File: src/rtl/bcd_scan_display.sv
// -----------------------------------------------------------------------------
// bcd_scan_display
//
// Purpose:
//   NDIG-digit BCD event counter with a time-multiplexed seven-segment
//   display driver. The counter consumes single-cycle increment pulses
//   (typically from a debounced push button). The display is scanned one
//   digit per slot of DIV clock cycles. The last cycle of every slot drives
//   all anodes and segments inactive, so the previous digit's pattern never
//   ghosts onto the next anode.
//
// Parameters:
//   DIV        clk cycles per scan slot (>= 2)
//   NDIG       number of digits (1..8)
//   ACTIVE_LOW 1: an/seg/dp are low-active, 0: high-active
//   BLANK_LZ   1: suppress leading zeros (digit 0 is always shown)
//
// Ports:
//   clk        clock
//   rst        synchronous active-high reset
//   inc_pulse  increment request, one count per high cycle
//   clr        synchronous counter clear (wins over inc_pulse)
//   an         registered digit enables, one-hot active during a slot
//   seg        registered segments {g,f,e,d,c,b,a}
//   dp         decimal point, permanently inactive
//   count_bcd  registered counter value, digit 0 in [3:0]
//   wrap       one-cycle pulse when the counter rolls from all-9s to 0
// -----------------------------------------------------------------------------
module bcd_scan_display #(
    parameter int DIV        = 50_000,
    parameter int NDIG       = 4,
    parameter int ACTIVE_LOW = 1,
    parameter int BLANK_LZ   = 0
) (
    input  logic              clk,
    input  logic              rst,
    input  logic              inc_pulse,
    input  logic              clr,
    output logic [NDIG-1:0]   an,
    output logic [6:0]        seg,
    output logic              dp,
    output logic [4*NDIG-1:0] count_bcd,
    output logic              wrap
);

    localparam int DIV_W = $clog2(DIV);
    localparam int IDX_W = (NDIG > 1) ? $clog2(NDIG) : 1;

    localparam logic [DIV_W-1:0] DIV_LAST = DIV_W'(DIV - 1);
    localparam logic [IDX_W-1:0] IDX_LAST = IDX_W'(NDIG - 1);

    // Inactive levels; also used as XOR masks to convert an active-high
    // internal value to the pin polarity.
    localparam logic [NDIG-1:0] AN_OFF  = (ACTIVE_LOW != 0) ? {NDIG{1'b1}} : {NDIG{1'b0}};
    localparam logic [6:0]      SEG_OFF = (ACTIVE_LOW != 0) ? 7'h7F : 7'h00;
    localparam logic            DP_OFF  = (ACTIVE_LOW != 0) ? 1'b1 : 1'b0;

    // -------------------------------------------------------------------------
    // State
    // -------------------------------------------------------------------------
    logic [DIV_W-1:0]  div_cnt_q, div_cnt_d;
    logic [IDX_W-1:0]  idx_q, idx_d;
    logic [4*NDIG-1:0] count_q, count_d;
    logic              wrap_q, wrap_d;
    logic [NDIG-1:0]   an_q, an_d;
    logic [6:0]        seg_q, seg_d;

    // -------------------------------------------------------------------------
    // Per-digit status flags (no chaining here, only local decodes)
    // -------------------------------------------------------------------------
    logic [NDIG-1:0] digit_is_nine;
    logic [NDIG-1:0] digit_is_zero;
    logic [NDIG-1:0] an_hot;

    generate
        for (genvar gi = 0; gi < NDIG; gi++) begin : g_digit
            logic [3:0] dig;
            assign dig               = count_q[4*gi +: 4];
            // >= rather than == so a corrupted digit still rolls over to 0.
            assign digit_is_nine[gi] = (dig >= 4'd9);
            assign digit_is_zero[gi] = (dig == 4'd0);
            assign an_hot[gi]        = (idx_q == IDX_W'(gi));
        end
    endgenerate

    // -------------------------------------------------------------------------
    // BCD increment with full ripple carry inside one cycle
    // -------------------------------------------------------------------------
    logic [4*NDIG-1:0] count_inc;
    logic              carry_out;

    always_comb begin
        logic c;
        c         = inc_pulse;
        count_inc = count_q;
        for (int i = 0; i < NDIG; i++) begin
            if (c) begin
                if (digit_is_nine[i]) begin
                    count_inc[4*i +: 4] = 4'd0;
                end else begin
                    count_inc[4*i +: 4] = count_q[4*i +: 4] + 4'd1;
                end
            end
            c = c && digit_is_nine[i];
        end
        // Carry out of the top digit means every digit was 9.
        carry_out = c;
    end

    // -------------------------------------------------------------------------
    // Leading-zero detection: hi_zero[i] is set when digit i and every
    // digit above it are zero.
    // -------------------------------------------------------------------------
    logic [NDIG-1:0] hi_zero;

    always_comb begin
        logic z;
        z       = 1'b1;
        hi_zero = '0;
        for (int i = NDIG - 1; i >= 0; i--) begin
            z          = z && digit_is_zero[i];
            hi_zero[i] = z;
        end
    end

    // -------------------------------------------------------------------------
    // Digit selection for the current scan slot
    // -------------------------------------------------------------------------
    logic [3:0] digit_sel;
    logic       sel_blank;

    always_comb begin
        digit_sel = 4'd0;
        sel_blank = 1'b0;
        for (int i = 0; i < NDIG; i++) begin
            if (idx_q == IDX_W'(i)) begin
                digit_sel = count_q[4*i +: 4];
                sel_blank = (BLANK_LZ != 0) && (i > 0) && hi_zero[i];
            end
        end
    end

    // Active-high {g,f,e,d,c,b,a} pattern for one BCD digit.
    function automatic logic [6:0] seg7(input logic [3:0] d);
        logic [6:0] p;
        case (d)
            4'd0:    p = 7'h3F;
            4'd1:    p = 7'h06;
            4'd2:    p = 7'h5B;
            4'd3:    p = 7'h4F;
            4'd4:    p = 7'h66;
            4'd5:    p = 7'h6D;
            4'd6:    p = 7'h7D;
            4'd7:    p = 7'h07;
            4'd8:    p = 7'h7F;
            4'd9:    p = 7'h6F;
            default: p = 7'h00;
        endcase
        return p;
    endfunction

    // -------------------------------------------------------------------------
    // Next-state logic
    // -------------------------------------------------------------------------
    logic       tick;
    logic [6:0] seg_pat;

    always_comb begin
        tick      = (div_cnt_q == DIV_LAST);

        div_cnt_d = tick ? '0 : div_cnt_q + DIV_W'(1);

        idx_d     = idx_q;
        if (tick) begin
            idx_d = (idx_q == IDX_LAST) ? '0 : idx_q + IDX_W'(1);
        end

        // Clear wins: no increment and no wrap pulse when both are asserted.
        count_d   = clr ? '0 : count_inc;
        wrap_d    = carry_out && !clr;

        // The tick cycle blanks everything for one clock while the index
        // moves to the next digit; other cycles show the selected digit.
        seg_pat   = sel_blank ? 7'h00 : seg7(digit_sel);
        if (tick) begin
            an_d  = AN_OFF;
            seg_d = SEG_OFF;
        end else begin
            an_d  = an_hot ^ AN_OFF;
            seg_d = seg_pat ^ SEG_OFF;
        end
    end

    // -------------------------------------------------------------------------
    // Registers
    // -------------------------------------------------------------------------
    always_ff @(posedge clk) begin
        if (rst) begin
            div_cnt_q <= '0;
            idx_q     <= '0;
            count_q   <= '0;
            wrap_q    <= 1'b0;
            an_q      <= AN_OFF;
            seg_q     <= SEG_OFF;
        end else begin
            div_cnt_q <= div_cnt_d;
            idx_q     <= idx_d;
            count_q   <= count_d;
            wrap_q    <= wrap_d;
            an_q      <= an_d;
            seg_q     <= seg_d;
        end
    end

    assign an        = an_q;
    assign seg       = seg_q;
    assign dp        = DP_OFF;
    assign count_bcd = count_q;
    assign wrap      = wrap_q;

endmodule

File: config.mk
export PLATFORM = sky130hd
export DESIGN_NAME = bcd_scan_display
export DESIGN_NICKNAME = d
export VERILOG_FILES = /design/src/rtl/bcd_scan_display.sv
export SDC_FILE = /design/constraint.sdc
export NUM_CORES = 1
export LEC_CHECK = 0
export CORE_ASPECT_RATIO = 1.75
export CORE_MARGIN = 2
export CORE_UTILIZATION = 55
export CTS_BUF_LIST = sky130_fd_sc_hd__clkbuf_16
export CTS_CLUSTER_SIZE = 28
export DETAILED_ROUTE_END_ITERATION = 10
export PLACE_DENSITY_LB_ADDON = 0.08
export SETUP_SLACK_MARGIN = 0.1
export SYNTH_ARGS = -nofsm -noshare
export SYNTH_HDL_FRONTEND = slang
export SYNTH_SLANG_ARGS = --single-unit
File: constraint.sdc
create_clock -name clk -period 2.66 [get_ports clk]
set_input_delay 0.266 -clock clk [delete_from_list [all_inputs] [get_ports clk]]
set_output_delay 0.266 -clock clk [all_outputs]
set_load 0.005 [all_outputs]
# After elaboration in Yosys (flattened, before gate mapping)
# Memory sizes are Yosys's and may differ from the RTL's.
# Index checks and enable logic that the tools add are counted.
# totals
out_inout_bits,29
regBits,46
memories,1
rom_bits,112
# classes
n_mux,9
eq_ne,4
order_cmp,4
reduce_logical,9
add_sub_neg,6
bitwise_logic,2
# mem_list
name,words,width,read_ports,rd_clocked_by_memory_dff,wr,line_no,rtl
(name not given),16,7,1,0,0,146,case (d)
# ops
cell,n
$mux W4,8
$add A16 B1 Y16 const B,1
$add A4 B1 Y4 const B,4
$eq A16 B16 Y1 const B,1
$ge A4 B4 Y1 const B,4
$not A7 Y7,1
$logic_and A1 B1 Y1,5
$eq A2 B2 Y1 const B,2
$not A4 Y4,1
$reduce_or A2 Y1,2
$add A2 B1 Y2 const B,1
$eq A2 B1 Y1 const B,1
$logic_not A2 Y1,1
$mux W2,1
$logic_not A1 Y1,1

# Longest topological paths before layout
# Gate-level depths: netlist (run 1).
# An unclocked memory read counts as a cell.
# logic_depth
word_depth,7
ltp_mapped,10
depth_no_buf,9

# Worst setup path before layout (run 1)
# Ideal clock, no wire load.
# synth_timing
path_kind,reg2reg
start,register idx_q[1]
end,register seg_q[1] (netlist: seg[1])
slack_ns,0.703
synth_period_minus_slack_ns,1.957
stages_incl_launch_ff,9
arrival_time_ns,1.883
n_path_buf,1
path_cell_list,dfxtp_1 -> inv_1 -> ha_1 -> buf_6 -> nand3b_1 -> a211oi_2 -> ha_1 -> o211a_1 -> o21ai_0
# synth_via
elab_chain_cells,7
elab_cells_between_ends,10
classes_between,eq/ne: 3; mux: 4; bitwise: 1; reduce/logical: 1; memory: 1
# synth_rtl
item,line_no,rtl
start: declaration,62,"logic [IDX_W-1:0] idx_q, idx_d;"
start signal: assignment,207,idx_q <= idx_d;
$logic_not A2 Y1,136,if (idx_q == IDX_W'(i)) begin
$mux W4 (3 in series),136,
$mux W4 (*),136,
$mem_v2 Z16 W7 (*),-,
$not A7 Y7 (no line) (*),-,
end signal: assignment,211,seg_q <= seg_d;
end: declaration,66,"logic [6:0] seg_q, seg_d;"
# Every way passes the cells marked *; elsewhere a longest branch is shown, timed or not.
# A chain may end at the register's enable or synchronous reset.

# Worst setup path after layout (run 1)
# layout_timing
start,register idx_q[0]
end,register seg_q[0] (netlist: seg[0])
# Same word-level chain as after synthesis.

==> results of run 1 <==
==> critical path, stage by stage (launching register included) <==
cell      delay, ps
dfxtp_1         390
ha_1            460
a211oi_1        120
a211oi_2        490
inv_1           180
ha_1            230
mux2i_1         130
a22oi_1          80
==> state kept, by name (all words and copies together) (netlist names) <==
| name | cells |
|---|---|
| count_bcd | 16 |
| div_cnt_q | 16 |
| seg | 7 |
| an | 4 |
| idx_q | 2 |
| wrap | 1 |
==> power by group through the flow <==
stage / Combinational, W / Sequential (W) / Clock (W)
after detailed placement: 0.0000730 / 0.000726 / 0
after CTS: 0.0000737 / 0.000711 / 0.000800
after global routing: 0.0000822 / 0.000712 / 0.000817
after global placement: 0.0000716 / 0.000726 / 0
final: 0.0000727 / 0.000710 / 0.000791
after floorplan: 0.0000411 / 0.000723 / 0
==> per-layer routing <==
metal  GRT usage [%]  share of wire (%)  wire [µm]
met1           24.33                 38       2003
met2           43.37                 57       2992
met3           3.583                2.6        136
met4           8.333                2.5        134
met5               0                  0          0
==> logic make-up after synthesis <==
| kind of cell | after synthesis | synth area share (%) |
|---|---|---|
| compound gates | 48 | 14.39 |
| xor+xnor | 19 | 6.810 |
| simple gates | 101 | 22.12 |
| mux | 5 | 2.048 |
| buf+inv | 28 | 5.530 |
| fa+ha+maj | 22 | 11.26 |
| other cells | 1 | 0.1535 |
| flops | 46 | 37.69 |
==> path summary, 6_finish.rpt <==
| kind | end | slack (ps) | startpoint | cells after the start |
|---|---|---|---|---|
| worst min register to register | div_cnt_q[0]$_SDFF_PP0_ | 480 | div_cnt_q[0]$_SDFF_PP0_ | 1 |
| worst max-delay path | seg[0]$_SDFF_PP1_ | 420 | idx_q[0]$_SDFFE_PP0P_ | 7 |
| worst min-delay path | div_cnt_q[0]$_SDFF_PP0_ | 480 | div_cnt_q[0]$_SDFF_PP0_ | 1 |
| worst max register to register | seg[0]$_SDFF_PP1_ | 420 | idx_q[0]$_SDFFE_PP0P_ | 7 |
==> area by class of cell <==
| type | instances | area [µm²] |
|---|---|---|
| multi-input cells | 196 | 1388 |
| fillers | 380 | 1378 |
| flip-flops and latches | 46 | 920.9 |
| repair buffers | 32 | 317.8 |
| clock buffers | 5 | 125.1 |
| inverters | 18 | 67.56 |
| clock inverters | 3 | 63.81 |
| well taps | 51 | 63.81 |
==> placed cells by master, fill, tap and decap left out, types with 4 or more instances in the layout <==
cell | Yosys | final
nand3_1 | 8 | 8
clkdlybuf4s50_1 | 0 | 31
o21ai_0 | 9 | 9
inv_1 | 18 | 18
nand2_1 | 15 | 15
a22oi_1 | 5 | 5
a21oi_1 | 12 | 12
ha_1 | 22 | 22
nor4_1 | 4 | 4
xor2_1 | 7 | 7
clkbuf_16 | 0 | 5
nand4_1 | 12 | 12
xnor2_1 | 12 | 12
mux2i_1 | 5 | 5
nor3_1 | 5 | 5
nor2_1 | 29 | 29
dfxtp_1 | 46 | 46
==> through the flow <==
step	cell area, µm²	setup slack (ps)	utilization (%)	total power [W]
after floorplan	2444	703.1	-	0.0007643
after global placement	2758	513.1	63.77	0.0007975
after detailed placement	2758	433.1	63.77	0.0007992
after CTS	2947	405.0	68.14	0.001584
after global routing	2947	153.0	68.14	0.001611
final	2947	416.3	68.14	0.001574
==> flow_metrics.py, run 1 <==
metrics = {
    "pwr": {
        "switching_share_pct": 19.18,
        "seqPwrFrac_pct": 45.1,
        "vdd_drop_max_v": 0.0004807,
        "internal-power_w": 0.001272,
        "switchingPower_w": 0.0003019,
        "combPwrFrac_pct": 4.6,
        "p_clk_share_pct": 50.2,
        "powerDensity_nw_per_um2": 534.1,
        "power.leakage_nw": 1.129,
    },
    "yosys": {
        "ys_types": 48,
        "netlist_instances": 270,
        "synth_area_leaders": "dfxtp_1 (38%), ha_1 (11%), nor2_1 (4.5%)",
        "yosys_warnings": 0,
        "syn-num-nets": 296,
        "ys_ff_latch": 46,
        "synth.cell_area_um2": 2444,
        "synth.most_common_cell": "dfxtp_1",
        "yosysSeqAreaShare_pct": 37.69,
        "yosysTopAreaCell": "dfxtp_1",
        "synthFlopType": "dfxtp_1",
        "avgSynthCellArea_um2": 9.050,
        "async_flop_share_pct": 0,
        "synth_top_area_share_pct": 37.69,
        "ys_top_cells_by_count": "dfxtp_1 (46), nor2_1 (29), ha_1 (22)",
        "synth-edff-count": 0,
    },
    "routing": {
        "drt_iter0_markers": 49,
        "routedWlPerCell_um": 15.01,
        "wl_um": 5267,
        "avgViaCountPerCell": 5.835,
        "num_vias": 2048,
        "first_pass_iters": 4,
        "ant_nets": 0,
        "post-route-drc-count": 0,
    },
    "timing": {
        "skew_ps": 5.514,
        "tns_ps": 0,
        "rsz0062_at_grt": "no",
        "period_needed_ps": 2244,
        "hold_viol_final": 0,
        "period_share_pct": 84.35,
        "maxSlewHeadroom_pct": 52.80,
        "fmax_mhz": 445.7,
        "worst-slew-pin-transition_ps": 701.5,
        "timing.hold.ws_ps": 476.9,
        "finalSetupViolCount": 0,
        "drv_slew": 0,
    },
    "global_routing": {
        "grt_max_degree": 16,
        "grt_pass1_wl_um": 8832,
        "grt_pass1_vias": 1957,
        "grt_remaining_overflow": 0,
        "antenna_found_initial": 0,
        "grt_usage_pct": 23.27,
    },
    "placed_design": {
        "dp_hpwl_um": 3954,
        "finalWeightedCongestion": 0.8161,
        "dp.cells": 343,
        "numPortBuffers": 31,
    },
    "clocking": {
        "numCtsBuffers": 5,
        "clkLatencyLatePin_ps": 280,
        "cts_sinks": 46,
        "path_clk_slew_ps": 60,
        "cts_max_path_buffers": 2,
        "cts_tree": "yes",
        "cts.htree.levels": 2,
        "cts_resized": 0,
        "cts_hold_buf": 0,
        "root_buffer": "clkbuf_16",
        "post-cts-setup-buffers": 0,
    },
    "floorplanning": {
        "die_y_um": 92.18,
        "die-width_um": 54.39,
        "design.die.area_um2": 5013,
        "core_um2": 4324,
        "start_util_pct": 56.51,
        "io_pins": 33,
        "rows": 32,
    },
    "cells_and_area": {
        "drive_above_1_share_pct": 4.333,
        "fin_cells": 351,
        "nets": 325,
        "syn_to_final_growth_pct": 20.58,
        "antennaDiodeCount": 0,
    },
    "worst_setup_path": {
        "cp_max_fo": 15,
        "critPathCaptureType": "register",
        "critical_path_required_ps": 2790,
        "cp.arrival_ps": 2370,
        "critPathKind": "register to register",
        "start_kind": "register",
    },
    "flow_run": {
        "drv_cap": 0,
    },
    "worst_hold_path": {
        "hp-class": "register to register",
    },
    "run_status": {
        "outcome": "finished clean",
    },
}
No activity file was read; power rests on OpenSTA's default activity.
==> run 2, diff against run 1 <==
CORE_UTILIZATION = 49   (was 55)
clock period = 2 ns   (was 2.66 ns; I/O delays follow)
==> flow_metrics.py, run 2 (synthesis gave the netlist of run 1 again) <==
metrics = {
    "timing": {
        "maxSlewHeadroom_pct": 62.76,
        "fmax_mhz": 518.8,
        "rsz0062_at_grt": "yes",
        "finalSetupViolCount": 0,
        "hold_viol_final": 0,
        "period_needed_ps": 1928,
        "skew_ps": 2.182,
        "tns_ps": 0,
        "drv_slew": 0,
        "period_share_pct": 96.38,
        "worst-slew-pin-transition_ps": 553.9,
    },
    "worst_setup_path": {
        "crit_chain": "buf_4 > ha_4 > a211o_1 > o211a_4 > buf_4 > a211o_1 > o211ai_2",
        "cp.arrival_ps": 2140,
        "cp-startpoint": "idx_q[1]$_SDFFE_PP0P_",
        "r2r_setup_slack_ps": 70,
        "start_kind": "register",
        "critPathKind": "register to register",
        "cp_max_fo": 9,
        "reg2reg_from": "idx_q[1]$_SDFFE_PP0P_",
        "critPathCaptureType": "register",
        "slowest_stage": "dfxtp_4",
        "critPathMaxStageDelay_ps": 360,
        "critical_path_required_ps": 2220,
    },
    "cells_and_area": {
        "fin_util_pct": 64.78,
        "nFillCells": 439,
        "nets": 351,
        "multi_input_area_um2": 1460,
        "final_common_cell": "dfxtp_1",
        "layout_common_cells": "dfxtp_1 (44), clkdlybuf4s50_1 (31), nor2_1 (29), buf_4 (26), ha_1 (18)",
        "syn_to_final_growth_pct": 29.70,
        "drive_above_1_share_pct": 15.74,
        "seq_area_um2": 925.9,
        "antennaDiodeCount": 0,
    },
    "routing": {
        "routedWlPerCell_um": 14.81,
        "ant_nets": 0,
        "drt_iter0_markers": 64,
        "post-route-drc-count": 0,
        "first_pass_iters": 4,
        "num_vias": 2099,
        "avgViaCountPerCell": 5.553,
        "wl_um": 5600,
    },
    "clocking": {
        "root_buffer": "clkbuf_16",
        "cts_max_path_buffers": 2,
        "numCtsBuffers": 5,
        "path_clk_slew_ps": 60,
        "cts_hold_buf": 0,
        "cts.htree.levels": 2,
        "clkLatencyLatePin_ps": 280,
        "cts_tree": "yes",
        "cts_sinks": 46,
    },
    "global_routing": {
        "met3_usage_pct": 3.329,
        "met1_usage_pct": 21.08,
        "grt_max_degree": 16,
        "antenna_found_initial": 0,
        "grt_pass1_vias": 2069,
        "busiest_layer": "met2",
        "grt_usage_pct": 21.27,
        "met2_usage_pct": 40.38,
        "grt_pass1_wl_um": 9287,
        "grt_remaining_overflow": 0,
    },
    "floorplanning": {
        "rows": 34,
        "die-width_um": 57.38,
        "io_pins": 33,
        "design.die.area_um2": 5590,
        "start_util_pct": 49.95,
        "die_y_um": 97.42,
        "core_um2": 4892,
    },
    "pwr": {
        "powerDensity_nw_per_um2": 574.3,
        "power.leakage_nw": 1.232,
        "vdd_drop_max_v": 0.0005493,
    },
    "worst_hold_path": {
        "min_from": "div_cnt_q[0]$_SDFF_PP0_",
        "hp-class": "register to register",
    },
    "placed_design": {
        "dp_hpwl_um": 4275,
        "finalWeightedCongestion": 0.8661,
        "numPortBuffers": 31,
    },
    "flow_run": {
        "drv_cap": 0,
    },
    "run_status": {
        "outcome": "finished clean",
    },
}
[run 2: changes by cell type in the layout (fill, tap and decap cells not counted), moves of 2 or more]
cell and delta:
bufinv_16 -2, buf_4 +25, dfxtp_1 -2, o21ai_1 +2
inv_1 -2, ha_1 -4, ha_4 +2, ha_2 +2
o21ai_0 -2
[run 2: timing repair]
| item | in CTS | in global routing |
|---|---|---|
| buffers inserted | 2 | 7 |
| setup endpoints to repair | 7 | 11 |
| pin swaps | 4 | 11 |
| gates resized for setup | 13 | 9 |
[run 2: final cells by class]
type / count / share of cell area (%)
Clock buffer: 5 / 3.948
Clock inverter: 1 / 0.1184
Sequential cell: 46 / 29.21
Timing Repair Buffer: 58 / 16.30
Inverter: 18 / 2.211
Multi-Input combinational cell: 196 / 46.07
Tap cell: 54 / 2.132
[run 2: through the flow]
stage,area (µm²),worst slack [ps],cells,total power (W),hold slack [ps]
finish,3169,72.30,378,0.001820,483.0
detailed placement,2902,-96.69,363,0.001075,470.0
floorplan,2456,58.38,270,0.001017,269.1
CTS,3097,100.7,371,0.001835,484.5
global placement,2902,-42.78,363,0.001074,454.7
global route,3169,40.09,378,0.001882,512.0
[run 2: power by group]
group / switching (W) / internal, W
Clock: 0.000320 / 0.000444
Combinational: 0.0000567 / 0.0000586
Sequential: 0.00000835 / 0.000932
Total: 0.000386 / 0.00143
[run 2: worst paths after layout]
kind | end | depth (start not counted)
worst min-delay path | div_cnt_q[0]$_SDFF_PP0_ | 1
worst max-delay path | seg[4]$_SDFF_PP1_ | 7
worst min register to register | div_cnt_q[0]$_SDFF_PP0_ | 1
worst max register to register | seg[4]$_SDFF_PP1_ | 7
[run 2: critical path: cells and delay by family, from the launching register on]
family / cells / cell delay [ps]
AOI/OAI and AO/OA: 4 / 1030
adders and majority gates: 1 / 180
buffers and inverters: 2 / 290
DFF: 1 / 360
[run 2: per-layer routing]
layer | part of all wire, % | routed length, µm | vias to the layer above
li1 | - | - | 1059
met1 | 36 | 2043 | 983
met2 | 58 | 3225 | 39
met3 | 2.3 | 127 | 18
met4 | 3.6 | 204 | 0
met5 | 0 | 0 | -
